===== src/rtl/intr_ctrl.sv =====
// intr_ctrl: Wishbone-mapped interrupt controller.
// Synchronized sources, edge/level pending, mask, fixed-priority cause.
module intr_ctrl #(
  parameter int               N_SRC     = 6,
  parameter logic [N_SRC-1:0] EDGE_MASK = 6'b001000
) (
  input  logic             clk,
  input  logic             rst,
  input  logic [N_SRC-1:0] src,
  input  logic             STB,
  input  logic             WE,
  input  logic [31:0]      ADDR,
  input  logic [31:0]      DAT_I,
  output logic [31:0]      DAT_O,
  output logic             ACK,
  output logic             INT,
  output logic [31:0]      CAUSE
);

  localparam logic [1:0] A_PEND  = 2'd0;
  localparam logic [1:0] A_MASK  = 2'd1;
  localparam logic [1:0] A_CAUSE = 2'd2;
  localparam logic [1:0] A_CTRL  = 2'd3;

  logic [N_SRC-1:0] s1;
  logic [N_SRC-1:0] s2;
  logic [N_SRC-1:0] hist;
  logic [N_SRC-1:0] pending;
  logic [N_SRC-1:0] mask;
  logic [N_SRC-1:0] rise;
  logic [N_SRC-1:0] clr;
  logic [N_SRC-1:0] active;
  logic [N_SRC-1:0] pend_next;
  logic [1:0]       warm;
  logic             gen;
  logic             bus_go;
  logic             wr;
  logic [1:0]       sel;
  logic [31:0]      rd_data;
  logic [31:0]      cause_next;
  logic             unused_bits;

  assign sel    = ADDR[3:2];
  assign bus_go = STB & ~ACK;
  assign wr     = bus_go & WE;
  assign active = pending & mask;

  // Edges are ignored until the synchronizers hold post-reset samples.
  assign rise = (warm == 2'd3) ? (s2 & ~hist) : '0;

  assign clr = (wr && sel == A_PEND) ? DAT_I[N_SRC-1:0] : '0;

  // Edge bits: a new rise beats a same-cycle clear. Level bits follow s2.
  assign pend_next = (EDGE_MASK & ((pending & ~clr) | rise))
                   | (~EDGE_MASK & s2);

  assign unused_bits = ^{ADDR, DAT_I};

  // Register read mux, values as they stand before the bus edge.
  always_comb begin
    rd_data = '0;
    case (sel)
      A_PEND:  rd_data = 32'(pending);
      A_MASK:  rd_data = 32'(mask);
      A_CAUSE: rd_data = CAUSE;
      A_CTRL:  rd_data = {31'd0, gen};
      default: rd_data = '0;
    endcase
  end

  // Lowest-numbered active source wins.
  always_comb begin
    cause_next = '0;
    for (int i = N_SRC - 1; i >= 0; i--) begin
      if (active[i]) cause_next = 32'(i);
    end
  end

  // Two-flop synchronizer, edge history and post-reset warm-up count.
  always_ff @(posedge clk) begin
    if (rst) begin
      s1   <= '0;
      s2   <= '0;
      hist <= '0;
      warm <= '0;
    end else begin
      s1   <= src;
      s2   <= s1;
      hist <= s2;
      if (warm != 2'd3) warm <= warm + 2'd1;
    end
  end

  // Pending state.
  always_ff @(posedge clk) begin
    if (rst) pending <= '0;
    else     pending <= pend_next;
  end

  // Bus slave: one transaction per ACK, ACK drops on the next edge.
  always_ff @(posedge clk) begin
    if (rst) begin
      mask  <= '0;
      gen   <= 1'b0;
      ACK   <= 1'b0;
      DAT_O <= '0;
    end else if (bus_go) begin
      ACK   <= 1'b1;
      DAT_O <= rd_data;
      if (WE && sel == A_MASK) mask <= DAT_I[N_SRC-1:0];
      if (WE && sel == A_CTRL) gen  <= DAT_I[0];
    end else begin
      ACK <= 1'b0;
    end
  end

  // CPU request and cause, registered together.
  always_ff @(posedge clk) begin
    if (rst) begin
      INT   <= 1'b0;
      CAUSE <= '0;
    end else begin
      INT   <= gen & (|active);
      CAUSE <= cause_next;
    end
  end

endmodule


===== config.mk =====
export PLATFORM = sky130hd
export DESIGN_NAME = intr_ctrl
export DESIGN_NICKNAME = d
export VERILOG_FILES = /design/src/rtl/intr_ctrl.sv
export SDC_FILE = /design/constraint.sdc
export NUM_CORES = 1
export LEC_CHECK = 0
export BUFFER_PORTS_ARGS = -buffer_cell sky130_fd_sc_hd__clkbuf_2
export CORE_UTILIZATION = 36
export DETAILED_ROUTE_END_ITERATION = 8
export PLACE_DENSITY = 0.85
export SYNTH_ARGS = -nofsm -noshare
export SYNTH_HDL_FRONTEND = slang
export SYNTH_SLANG_ARGS = --single-unit

===== constraint.sdc =====
create_clock -name clk -period 1.05 [get_ports clk]
set_input_delay 0 -clock clk [delete_from_list [all_inputs] [get_ports clk]]
set_output_delay 0 -clock clk [all_outputs]
set_load 0.005 [all_outputs]

==> summary.txt <==
Power and ir drop
  • Switching Share: 22.75%
  • Internal power: 2208 uW
  • Peak VDD IR: 0.9048 mV
  • Total leakage power: 0.0009510 uW
  • Pwr/cell area: 1341 nW/um^2
  • Comb pwr share: 11.1%
  • Sw Pwr: 650.3 uW
  • Sequential Power Share: 54.9%
  • Clock power share: 34.0%

Synth
  • Yosys reg bits: 39
  • Yosys cell types: 29
  • Syn Area/Cell: 9.905 sq um
  • Area of the mapped netlist: 1892 sq um
  • Leading register cell type out of synthesis: dfxtp_1
  • Register area share after synthesis: 41.27%
  • Synth async-reset ratio: 0%
  • Synth Instances: 191
  • Post-synth EDFFs: 0
  • Synth warn: 0

Drt
  • WL per Instance: 9.408 um
  • Via count: 1192
  • DRC viols: 0
  • DR pass1 iterations: 4
  • DRT antenna net count: 0
  • Vias/cell: 3.921
  • Total Wirelength: 2860 um
  • Initial DRC count: 75

Clocking
  • CTS sink cnt: 39
  • Clock tree buffer depth: 2
  • Post-CTS setup buffer count: 0
  • H-tree Lvls: 2
  • Clock transition at path regs: 0.07 ns
  • Clock Latency Late Sink: 0.28 ns
  • Root buffer cell: clkbuf_8
  • CTS tree: yes
  • Number of CTS-inserted buffers: 5

Timing
  • RSZ-0062 raised after global routing: yes
  • Max-slew violation count: 0
  • Fin. Hold Viols: 0
  • F_max: 0.8978 GHz
  • Minimum clock period: 1.114 ns
  • Period utilisation layout: 106.1%
  • Final setup fails: 6
  • Clock skew: 0.004205 ns
  • Final worst slack: -0.06388 ns

Worst setup path
  • Worst Setup Path Type: register to register
  • CP arrival: 1.32 ns
  • CP Max Fanout: 6
  • Worst Setup End Kind: register
  • Critical Path Source Type: register
  • Worst Path Required: 1.26 ns
  • Flop2flop setup slack: -0.06 ns

Cells and area
  • Ratio of cells with drive above 1 in the final layout: 24.36%
  • Nets: 309
  • P&R area growth vs syn: 12.63%
  • Antenna diodes: 0
  • Most common cell after layout, fill and taps aside: conb_1
  • Fin area: 2131 sq um
  • Fillers: 525
  • Cell Count, Final, Fillers Out: 304
  • Most frequent cells in the layout: conb_1 (55), dfxtp_1 (36), clkbuf_2 (28), nor2b_1 (18), nand2b_1 (15)

Floorplanning
  • Num ports: 140
  • Initial Util: 37.28%
  • Vert. Die Dim: 74.49 um
  • Row cnt: 26
  • Die Wd: 74.49 um
  • Core area: 5075 sq um
  • Die area: 5549 sq um

Global route
  • Global-route wire length before repair: 4278 um
  • GR Util met3: 3.930%
  • GR peak layer: met2
  • Grt ovf: 0
  • Largest net degree at the start of global routing: 25
  • GRT Util Overall: 10.34%
  • Vias in the first global route: 1012
  • Met2 usage: 18.72%
  • Met1 Usage GRT: 10.58%
  • Initial antenna violation count: 0

Hold path
  • Hold Crit Class: input pin to register

Placement
  • Post-DP HPWL: 2035 um
  • Area post-placement: 1897 sq um
  • Pre-CTS WS: -0.06580 ns
  • Port bufs: 28
  • Placed insts: 286
  • GPL Wtd Cong: 0.8603

Run status
  • Outcome: finished with violations
  • Failing checks: setup timing

Run
  • Max-cap violations: 0
## critical path: stages (launching register included)
cell and delay (ns):
dfxtp_2 0.33, and2b_4 0.25, and3_4 0.25, mux2i_1 0.21
## repair_timing
item / 4_1_cts / 5_1_grt
hold endpoints to repair: 11 / 0
pin swaps: 1 / 1
gates resized for setup: 3 / 6
cloned: 0 / 0
endpoints found under the setup margin: 9 / 13
hold buffers: 11 / 0
## registers in the layout, indices dropped and copies added (netlist names)
name / count
mask: 6
s2: 6
gen: 1
INT: 1
ACK: 1
hist: 4
pending: 3
s1: 6
DAT_O: 6
CAUSE: 3
warm: 2
## cells by family after synthesis
group	after synthesis	share of synthesized area, %
buffers and inverters	62	25.20
and+or+nand+nor	56	17.53
DFF	39	41.27
AOI/OAI and AO/OA	17	6.415
muxes	14	8.267
adders and majority gates	1	0.6613
other	1	0.1982
xor gates and xnor gates	1	0.4630
## through the flow
| step | hold slack (ns) | util [%] | TNS (ns) | power (uW) |
|---|---|---|---|---|
| after CTS | 0.03714 | 41.62 | -0.2645 | 2892 |
| final | 0.02163 | 41.99 | -0.2324 | 2858 |
| after floorplan | 0.1282 | - | -0.2740 | 1950 |
| after global routing | 0.03096 | 41.99 | -0.7687 | 3016 |
| after detailed placement | 0.2119 | 37.38 | -0.2204 | 1877 |
| after global placement | 0.2095 | 37.38 | -0.03411 | 1866 |
## synth_stat cells, types with 2 or more instances
master | count | area [sq um]
buf_4 | 55 | 412.9
nor2b_1 | 18 | 112.6
nor2_1 | 9 | 33.78
nor3b_1 | 2 | 15.01
nand2_1 | 6 | 22.52
mux2_2 | 3 | 33.78
buf_6 | 5 | 56.30
dfxtp_1 | 39 | 780.8
a21oi_1 | 3 | 15.01
a22oi_1 | 6 | 45.04
mux2i_1 | 10 | 100.1
a2bb2oi_1 | 2 | 17.52
nand2b_1 | 15 | 93.84
a211oi_1 | 2 | 15.01
clkbuf_1 | 2 | 7.510
## power groups by stage
| stage | logic (uW) | registers, uW | clock network (uW) |
|---|---|---|---|
| after global routing | 365 | 1580 | 1070 |
| after CTS | 314 | 1570 | 1010 |
| after detailed placement | 274 | 1600 | 0 |
| after global placement | 267 | 1600 | 0 |
| final | 317 | 1570 | 971 |
| after floorplan | 354 | 1600 | 0 |
## worst paths after layout
path                                end      from  cells after the start
worst min-delay path                gen  DAT_I[0]                      3
worst max-delay path            mask[3]       ACK                      3
worst min register to register    s2[3]     s1[3]                      1
worst max register to register  mask[3]       ACK                      3
## layout make-up
cell class              count  area (sq um)  area share, %
clock buffers               6         82.58          3.876
clock inverters             1         5.005         0.2349
multi-input cells         144         870.8          40.87
flip-flops and latches     39         784.5          36.82
well taps                  70         87.58          4.110
repair buffers             44         300.3          14.09
## metal layers
layer / wire (um) / vias to the layer above
li1: - / 598
met1: 1234 / 535
met2: 1375 / 54
met3: 211 / 5
met4: 38 / 0
met5: 0 / -
(Power assumes the default switching activity.)
